File: config.mk
export PLATFORM = sky130hd
export DESIGN_NAME = tipi_latch_seq
export DESIGN_NICKNAME = d
export VERILOG_FILES = /design/src/rtl/tipi_latch_seq.sv
export SDC_FILE = /design/constraint.sdc
export NUM_CORES = 1
export LEC_CHECK = 0
export ABC_AREA = 0
export CORE_UTILIZATION = 35
export DETAILED_ROUTE_END_ITERATION = 16
export PLACE_DENSITY_LB_ADDON = 0.15
export SLEW_MARGIN = 20
export SYNTH_ARGS = -nofsm -noshare
export SYNTH_HDL_FRONTEND = slang
export SYNTH_SLANG_ARGS = --single-unit
File: constraint.sdc
create_clock -name clk -period 1.9 [get_ports clk]
set_input_delay 0.38 -clock clk [delete_from_list [all_inputs] [get_ports clk]]
set_output_delay 0.38 -clock clk [all_outputs]
set_load 0.01 [all_outputs]
File: src/rtl/tipi_latch_seq.sv
`default_nettype none
// ============================================================================
// Module   : tipi_latch_seq
// Brief    : Setup/strobe/hold write sequencer for the four TIPI data/control
//            latches (TD, TC, RD, RC), arbitrating TI-bus and RPi writers.
//            Define TIPI_LATCH_SEQ_RR_EN for round-robin arbitration;
//            otherwise TI has fixed priority.
// Revision : 1.0
// ============================================================================
module tipi_latch_seq #(
    parameter int SETUP_CYCLES  = 1,
    parameter int STROBE_CYCLES = 1
) (
    input  logic       clk,
    input  logic       reset,
    input  logic       ti_req,
    input  logic       ti_sel,
    input  logic [0:7] ti_data,
    output logic       ti_ack,
    input  logic       pi_req,
    input  logic       pi_sel,
    input  logic [0:7] pi_data,
    output logic       pi_ack,
    output logic [0:7] latch_din,
    output logic [0:3] latch_le,
    output logic       busy
);

    localparam logic [1:0] c_st_idle   = 2'd0;
    localparam logic [1:0] c_st_setup  = 2'd1;
    localparam logic [1:0] c_st_strobe = 2'd2;
    localparam logic [1:0] c_st_hold   = 2'd3;

    localparam logic [3:0] c_setup_load  = 4'(SETUP_CYCLES - 1);
    localparam logic [3:0] c_strobe_load = 4'(STROBE_CYCLES - 1);

    logic [1:0] r_state;
    logic [1:0] w_state_nxt;
    logic [3:0] r_cnt;
    logic [3:0] w_cnt_nxt;
    logic [1:0] r_tgt;
    logic [1:0] w_tgt_nxt;
    logic [0:7] r_din;
    logic [0:7] w_din_nxt;
    logic [0:3] r_le;
    logic [0:3] w_le_nxt;
    logic       r_ti_ack;
    logic       w_ti_ack_nxt;
    logic       r_pi_ack;
    logic       w_pi_ack_nxt;
    logic       r_busy;
    logic       w_busy_nxt;
    logic       r_ti_lock;
    logic       r_pi_lock;
    logic       w_ti_ok;
    logic       w_pi_ok;
    logic       w_grant;
    logic       w_pick_pi;

    // A side is deaf for the one IDLE cycle after its ack so it can drop req.
    assign w_ti_ok = ti_req & ~r_ti_lock;
    assign w_pi_ok = pi_req & ~r_pi_lock;
    assign w_grant = w_ti_ok | w_pi_ok;

`ifdef TIPI_LATCH_SEQ_RR_EN
    logic r_ptr;  // set: RPi wins the next contested grant

    assign w_pick_pi = w_pi_ok & (~w_ti_ok | r_ptr);

    always_ff @(posedge clk) begin
        if (reset) begin
            r_ptr <= 1'b0;
        end else if ((r_state == c_st_idle) && w_grant) begin
            r_ptr <= ~w_pick_pi;
        end
    end
`else
    assign w_pick_pi = w_pi_ok & ~w_ti_ok;
`endif

    always_ff @(posedge clk) begin
        if (reset) begin
            r_state   <= c_st_idle;
            r_cnt     <= 4'd0;
            r_tgt     <= 2'd0;
            r_din     <= 8'h00;
            r_le      <= 4'b0000;
            r_ti_ack  <= 1'b0;
            r_pi_ack  <= 1'b0;
            r_busy    <= 1'b0;
            r_ti_lock <= 1'b0;
            r_pi_lock <= 1'b0;
        end else begin
            r_state   <= w_state_nxt;
            r_cnt     <= w_cnt_nxt;
            r_tgt     <= w_tgt_nxt;
            r_din     <= w_din_nxt;
            r_le      <= w_le_nxt;
            r_ti_ack  <= w_ti_ack_nxt;
            r_pi_ack  <= w_pi_ack_nxt;
            r_busy    <= w_busy_nxt;
            r_ti_lock <= r_ti_ack;
            r_pi_lock <= r_pi_ack;
        end
    end

    always_comb begin
        w_state_nxt = r_state;
        w_cnt_nxt   = r_cnt;
        w_tgt_nxt   = r_tgt;
        w_din_nxt   = r_din;
        case (r_state)
            c_st_idle: begin
                if (w_grant) begin
                    w_state_nxt = c_st_setup;
                    w_cnt_nxt   = c_setup_load;
                    w_tgt_nxt   = {w_pick_pi, (w_pick_pi ? pi_sel : ti_sel)};
                    w_din_nxt   = w_pick_pi ? pi_data : ti_data;
                end
            end
            c_st_setup: begin
                if (r_cnt == 4'd0) begin
                    w_state_nxt = c_st_strobe;
                    w_cnt_nxt   = c_strobe_load;
                end else begin
                    w_cnt_nxt = r_cnt - 4'd1;
                end
            end
            c_st_strobe: begin
                if (r_cnt == 4'd0) begin
                    w_state_nxt = c_st_hold;
                end else begin
                    w_cnt_nxt = r_cnt - 4'd1;
                end
            end
            default: begin
                w_state_nxt = c_st_idle;
            end
        endcase
    end

    // Outputs are decoded from the next state so every port comes from a flop.
    always_comb begin
        w_le_nxt     = 4'b0000;
        w_ti_ack_nxt = 1'b0;
        w_pi_ack_nxt = 1'b0;
        w_busy_nxt   = (w_state_nxt != c_st_idle);
        if (w_state_nxt == c_st_strobe) begin
            w_le_nxt[w_tgt_nxt] = 1'b1;
        end
        if (w_state_nxt == c_st_hold) begin
            w_ti_ack_nxt = ~w_tgt_nxt[1];
            w_pi_ack_nxt = w_tgt_nxt[1];
        end
    end

    assign ti_ack    = r_ti_ack;
    assign pi_ack    = r_pi_ack;
    assign latch_din = r_din;
    assign latch_le  = r_le;
    assign busy      = r_busy;

endmodule
`default_nettype wire

Yosys cells after proc, flatten, opt, wreduce, memory -nomap -nowiden. Cells that the tools add are included. Widths: inputs -> output; s select.

Muxes and demuxes: 14. Divide/modulo/power cells: 0. Eq/ne operators: 6. $add $sub $neg: 1. Bitwise logic cells: 11. Order comparisons: 2. Multipliers: 0. Reduce and logical (&&, ||, !) cells: 9. Shifts and indexed selects: 0.

Operators with widths (number): $mux 4 (3); $pmux 4 s3 (1); $mux 2 (5); $mux 8 (1); $eq 2x2->1 const B (3); $not 1->1 (6); $pmux 2 s3 (1); $logic_not 4->1 (1); $ne 2x2->1 const B (2); $reduce_or 2->1 (2); $sub 4x1->4 const B (1); $and 1x1->1 (3); $ge 3x3->1 const B (1); $lt 3x1->1 const B (1); $not 2->3 (1); $reduce_and 3->1 (1); $reduce_bool 3->1 (1); $demux 1 s2 (1); $eq 2x1->1 const B (1); $logic_not 2->1 (1); $mux 1 (2); $reduce_and 2->1 (1); $reduce_bool 2->1 (1); $logic_and 1x1->1 (1); $or 1x1->1 (1).

Memories: 0. Output and inout port bits: 15. Register bits: 25. Bits in read-only memories: 0. RAM bits: 0. Latch bits: 0.

Depth between registers and ports, before layout. Gate-level depths: netlist of the first run.

Word-level depth: 12. Gate-level depth with buffers: 7.

Least setup slack after synthesis of the first run. OpenSTA, ideal clock, no wires.

Path type: register to register. From: register r_cnt[0]. To: register r_le (netlist bit latch_le[1]). Setup time: 92 ps. Arrival: 1605 ps. Path slack: 203 ps. Stages on the path, launching flop included: 8. Period minus slack after synthesis: 1697 ps. Cells stage by stage: dfxtp_1 > inv_1 > ha_1 > nor3b_4 > a211oi_1 > or4_1 > buf_2 > nor4_1.

Longest elaborated chain between the ends: 6. Elaborated cells between the ends (all ways): 7. Those cells by class: eq/ne: 1; mux: 3; bitwise: 1; reduce/logical: 2.

RTL lines: from (decl) (line 39) `logic [3:0] r_cnt;`; from (signal assigned) (line 95) `r_cnt <= w_cnt_nxt;`; $logic_not 4->1 (*) (line 122, 130); $mux 2 (on tied branches) (line 130, 122); $pmux 2 s3 (*) (line 112) `case (r_state)`; $eq 2x2->1 (*) (line 148) `if (w_state_nxt == c_st_strobe) begin`; $not 1->1 (no line) (*); $reduce_or 2->1 (no line) (*); to (signal assigned) (line 98) `r_le <= w_le_nxt;`; to (decl) (line 45) `logic [0:3] r_le;`.

Mark *: on every way between the ends. The rest lies on a longest branch, timed or not. A chain may end at the register's enable or synchronous reset.

Worst setup path after layout of the first run.
From: register r_cnt[1]. To: register r_le (netlist bit latch_le[2]).

Same word-level chain as after synthesis.

==> metrics.txt, run 1 <==
switch share=0.3521; fin cells=around 210; worst hold path class=flop to flop; Max Freq=between 0.5 and 0.6 GHz; Final setup viols=0; Layout Utilization=0.5798; global route hottest layer=met2; DRC Markers=0; cts bufs inserted=3; Area Growth Syn to Fin=55.46%; DIE WIDTH=59.51 um; Startpoint Class=flop; layout cell share with drive strength beyond 1=0.2262; Iter 0 DRT Violations=33; vias in the first global route=between 900 and 1000; Fin Clk Skew=between 6 and 7 ps; Layout fillers=roughly 280; WS Path Type=flop to flop; met1 GRT Util=0.2045; Int Power=approximately 1.0 mW; cells after synthesis=118; CTS Hold Buffers Added=0; Rows=20; Max-slew headroom=0.5283; met3 usage=0.03057; count of cell types in the netlist=35; Ant. Diodes=0; worst skew pair latency=320 ps; Max-Cap Viols=0; FF+latch count, synth=25; buffers and inverters on the worst path=1; via count=between 1000 and 1500; sequential fraction of the synthesis area=0.4324; clk root buf=clkbuf_4; total core area=between 3000 and 4000 sq um; share of total power in sequential cells=0.405; P_sw=between 0.5 and 0.6 mW; iteration count of the initial detailed-routing pass=4; total I/O pin count=37; post-route setup TNS=0 ps; fin crit period=between 1500 and 2000 ps; status=finished, final reports clean; initial antenna violation count=0; VDD IR max=between 0.5 and 0.6 mV; worst-path fanout max=7; Die ar.=3541 sq um; input/output buffers=36; CP peak stage delay=610 ps; Post-Place Cells=~200; H-Tree Depth=1; total power=approximately 1.6 mW; critical-path cell list=inv_2 > ha_4 > nor3b_4 > a211oi_2 > or4_4 > nor4b_2; Gate power share=0.441; Tightest Pin Transition=approximately 700 ps; CTS clk-pin slew, worst paths=140 ps; clock tree from TritonCTS=built; CP arrival=2100 ps; fin nets=197; Async SR Flop Fraction=0; first-pass GRT wire length=around 4400 um; Clock Sink Count=25; final hold vios=0; routed len/inst=12.97 um; Final Slew Violations=0; Power Density=887.5 nW/um^2; Synthesized Nets=~150; Placer Congestion=around 0.73; predominant post-synthesis flop cell=dfxtp_1; Tcrit/Tclk final=0.9717; WL final=about 2800 um; met2 Track Usage GR=0.2793; ANT nets after route=0; grt ovf=0; leakage=between 0.6 and 0.7 nW; synthesized area per cell=9.808 sq um; Post-synth EDFFs=0; worst slack, placed=-107.3 ps; Critical Path RT=between 2000 and 2500 ps; buffers from clock root to sink, at most=2; crit end category=flop; largest net degree at the start of global routing=19; Ys Warns=0; Initial Util=0.3730; setup slack after layout=roughly 54 ps; clock power share=0.154; Die Ht=a little under 60 um; gr usage total=0.1651; DPL Wire Length=~2000 um; Worst path slowest cell=or4_4; CP top delay family=simple AND/OR/NAND/NOR gates; number of vias per cell=4.991; synthesized cell area=1157 sq um
==> area by class of cell <==
cell class / count / area, sq um / area share
tap: 44 / 55.05 / 0.03060
sequential: 25 / 504.2 / 0.2802
clock inverter: 1 / 7.507 / 0.004172
multi-input combinational: 82 / 701.9 / 0.3901
clock buffer: 3 / 22.52 / 0.01252
timing repair buffer: 51 / 485.5 / 0.2698
inverter: 6 / 22.52 / 0.01252
==> Yosys cell counts (2+ instances only) <==
master    instances  area (sq um)
dfxtp_1          25         500.5
nor2_1           14         52.55
mux2i_1          10         100.1
a211oi_1          9         67.56
ha_1              6         75.07
inv_1             6         22.52
nor3_1            5         25.02
buf_2             3         15.01
nor2b_1           3         18.77
nor4_1            3         18.77
o21ai_0           3         15.01
a31oi_1           2         12.51
clkbuf_1          2         7.510
nand2_1           2         7.510
nand2b_1          2         12.51
nor4b_1           2         17.52
or2b_1            2         15.01
or4_1             2         15.01
==> timing repair <==
item / in CTS / in global routing
pin swaps: 0 / 6
buffers inserted: 0 / 4
hold endpoints to repair: 0 / 0
resized for setup: 2 / 17
endpoints found under the setup margin: 3 / 4
gates cloned: 0 / 0
==> power groups by stage <==
stage                     Clock [mW]  Sequential (mW)  Combinational, mW
after floorplan                    0            0.674              0.308
after global placement             0            0.649              0.591
after detailed placement           0            0.654              0.595
after CTS                      0.260            0.641              0.609
after global routing           0.284            0.659              0.765
final                          0.246            0.646              0.705
==> metrics by stage <==
step                area, sq um  hold WS (ps)
floorplan                  1157         492.2
global placement           1645         448.0
detailed placement         1645         455.9
CTS                        1685         477.1
global route               1799         497.7
finish                     1799         478.9
==> sequential cells by signal, indices dropped and copies added (netlist names), 2 cells and up <==
register / count
latch_din: 8
latch_le: 4
r_cnt: 4
r_state: 2
r_tgt: 2
==> kinds of logic after synthesis <==
logic type,Yosys count,share of synthesized area
AOI/OAI and AO/OA,24,0.1578
buffers and inverters,11,0.03892
muxes,10,0.08649
adders and majority gates,6,0.06486
DFF,25,0.4324
and+or+nand+nor,42,0.2195
==> layout by cell type (no fill, tap or decap), types with 2 or more instances in the layout <==
master and instances:
ha_1 4, mux2i_1 10, inv_2 2, or4_4 2
clkbuf_4 3, nor3_1 5, nand2b_1 2, inv_1 4
nor2_1 14, buf_4 14, nand2_1 2, nor4_4 2
or2b_1 2, nor2b_1 3, a211oi_1 8, clkdlybuf4s50_1 36
dfxtp_1 22, a31oi_1 2, dfxtp_2 3, o21ai_0 3
==> routing by layer <==
metal  vias to the layer above  wire length (um)
met5                         -                 0
met4                         0                25
met3                         4               169
met2                        29              1262
met1                       488              1293
li1                        537                 -
==> final timing paths <==
check,end,cells after the start,slack (ps),from
hold / removal,r_pi_lock,1,480,pi_ack
setup / recovery,latch_le[2],6,50,r_cnt[1]
hold reg to reg,r_pi_lock,1,480,pi_ack
setup reg to reg,latch_le[2],6,50,r_cnt[1]
(Power assumes the default switching activity.)
==> run 2: changes to the inputs <==
--- a/config.mk
+++ b/config.mk
@@ -6,7 +6,9 @@
 export NUM_CORES = 1
 export LEC_CHECK = 0
 export ABC_AREA = 0
-export CORE_UTILIZATION = 35
+export CELL_PAD_IN_SITES_DETAIL_PLACEMENT = 1
+export CELL_PAD_IN_SITES_GLOBAL_PLACEMENT = 1
+export CORE_UTILIZATION = 33
 export DETAILED_ROUTE_END_ITERATION = 16
 export PLACE_DENSITY_LB_ADDON = 0.15
 export SLEW_MARGIN = 20
==> metrics.txt, run 2 (synthesis results as in run 1) <==
Iter 0 DRT Violations=19 (-42%); unrepaired setup endpoints after global routing=yes; Tcrit/Tclk final=0.9685 (-0.003266); WL final=2988 um (+8.7%); grt ovf=0 (unchanged); WS Path Type=flop to flop; CP Depth=6 (unchanged); leakage=0.6491 nW (-4.1%); hold wc startpoint=pi_ack; status=finished, final reports clean; Seq. cell area=503.0 sq um (-0.25%); clk root buf=clkbuf_4; Final setup viols=0 (unchanged); Power Density=898.5 nW/um^2 (+1.2%); setup slack after layout=59.92 ps (+6.206 ps); Area Growth Syn to Fin=48.22%; crit end category=flop; CTS Hold Buffers Added=0 (unchanged); DIE WIDTH=61.22 um (+2.9%); reg2reg start=r_state[0]; Worst path slowest cell=or4_1; worst-path fanout max=5 (-2); layout cell share with drive strength beyond 1=0.1951 (-0.03107); clock tree from TritonCTS=built; number of vias per cell=5.019 (+0.57%); critical-path cell list=inv_1 > ha_2 > inv_1 > or4_1 > o221ai_2 > nor4b_1; DRC Markers=0 (unchanged); buffers from clock root to sink, at most=2 (unchanged); Die Ht=61.22 um (+2.9%); CP top delay family=simple AND/OR/NAND/NOR gates; Layout fillers=393 (+38%); Critical Path Start=r_state[0]; largest net degree at the start of global routing=19 (unchanged); input/output buffers=36 (unchanged); most frequent cells in the layout=clkdlybuf4s50_1 (36), dfxtp_1 (23), nor2_1 (14); most frequent cell on the critical path=inv_1; Tightest Pin Transition=700.0 ps (-0.1848 ps); worst slack, placed=-201.7 ps (-94.36 ps); CP peak stage delay=570 ps (-40 ps); Max Freq=0.5435 GHz (+0.34%); worst hold path class=flop to flop; number of flip-flops in the largest register=8 (unchanged); total core area=3337 sq um (+7.5%); fin crit period=1840 ps (-6.206 ps); final hold slack=478.8 ps (-0.04300 ps); r2r setup slk=60 ps (about the same); final hold vios=0 (unchanged); gr usage total=0.1715 (+0.006433); Die ar.=3748 sq um (+5.8%); Fin Clk Skew=8.147 ps (+1.369 ps); Final Slew Violations=0 (unchanged); fin nets=193 (-2.0%); cts bufs inserted=3 (unchanged); iteration count of the initial detailed-routing pass=4 (unchanged); routed len/inst=14.23 um (+9.7%); Initial Util=0.3468 (-0.02615); initial antenna violation count=0 (unchanged); Critical Path RT=2150 ps (about the same); Ant. Diodes=0 (unchanged); CTS clk-pin slew, worst paths=150 ps (about the same); area of the multi-input gates=659.4 sq um (-6.1%); vias in the first global route=1057 (+7.4%); buffers and inverters on the worst path=2 (+1); FF-to-FF path depth=6 (unchanged); Clock Sink Count=25 (unchanged); via count=1054 (-0.38%); worst skew pair latency=340 ps (+20 ps); DPL Wire Length=2231 um (+11%); Max-Cap Viols=0 (unchanged); ANT nets after route=0 (unchanged); FF-to-FF End=latch_le[0]; Startpoint Class=flop; Rows=21 (+5.0%); VDD IR max=0.4248 mV (-20%); total I/O pin count=37 (unchanged); Placer Congestion=0.6533 (-10%); CP arrival=2090 ps (about the same); most frequent standard cell in the layout excluding fill and tap cells=clkdlybuf4s50_1; first-pass GRT wire length=4726 um (+8.2%); CP Capture Point=latch_le[0]; Max-slew headroom=0.5284 (about the same); H-Tree Depth=1 (unchanged)
==> run 2: cell types whose count changed in the layout (fill, tap and decap cells not counted), sizes merged <==
cell,delta
buf,-4
==> run 2: final cells by class <==
cell class	instances	share of cell area
Clock buffer	3	0.01313
Clock inverter	1	0.004376
Inverter	6	0.01313
Multi-Input combinational cell	82	0.3844
Sequential cell	25	0.2932
Tap cell	46	0.03355
Timing Repair Buffer	47	0.2582
==> run 2: metrics by stage <==
stage | area [sq um] | power, mW | instances | TNS [ps] | util
final | 1715 | 1.541 | 210 | 0 | 0.5141
after global routing | 1715 | 1.646 | 210 | -40.12 | 0.5141
after CTS | 1662 | 1.513 | 209 | 0 | 0.4979
after detailed placement | 1628 | 1.252 | 205 | -2112 | 0.4878
after global placement | 1628 | 1.226 | 205 | -1501 | 0.4878
after floorplan | 1157 | 0.9819 | 118 | 0 | -
==> run 2: worst min path at each step <==
stage	to	cells past startpoint	slack (ps)
floorplan	r_pi_lock	1	490
global placement	r_pi_lock	1	450
detailed placement	r_pi_lock	1	460
CTS	r_pi_lock	1	480
global route	r_pi_lock	1	500
finish	r_pi_lock	1	480
==> run 2: metal layers <==
metal  global-route usage  wire, um
met1               0.2023      1265
met4              0.07468        42
met5                    0         0
met2               0.2981      1540
met3              0.03782       139
==> run 2: where the power goes <==
group | internal (mW) | total [mW] | switching, mW
clock | 0.0808 | 0.259 | 0.179
combinational | 0.320 | 0.640 | 0.320
sequential | 0.600 | 0.642 | 0.0421
==> run 2: repair_timing <==
action / in CTS / in global routing
resized for setup: 1 / 12
buffers inserted: 0 / 1
cloned: 0 / 0
hold endpoints to repair: 0 / 0
endpoints found under the setup margin: 2 / 9
==> run 3: changes to the inputs <==
--- a/config.mk
+++ b/config.mk
@@ -11,7 +11,6 @@
 export CORE_UTILIZATION = 33
 export DETAILED_ROUTE_END_ITERATION = 16
 export PLACE_DENSITY_LB_ADDON = 0.15
-export SLEW_MARGIN = 20
 export SYNTH_ARGS = -nofsm -noshare
 export SYNTH_HDL_FRONTEND = slang
 export SYNTH_SLANG_ARGS = --single-unit
==> results of run 3 <==
The final DEF is identical to that of run 2; final timing and power are the same.
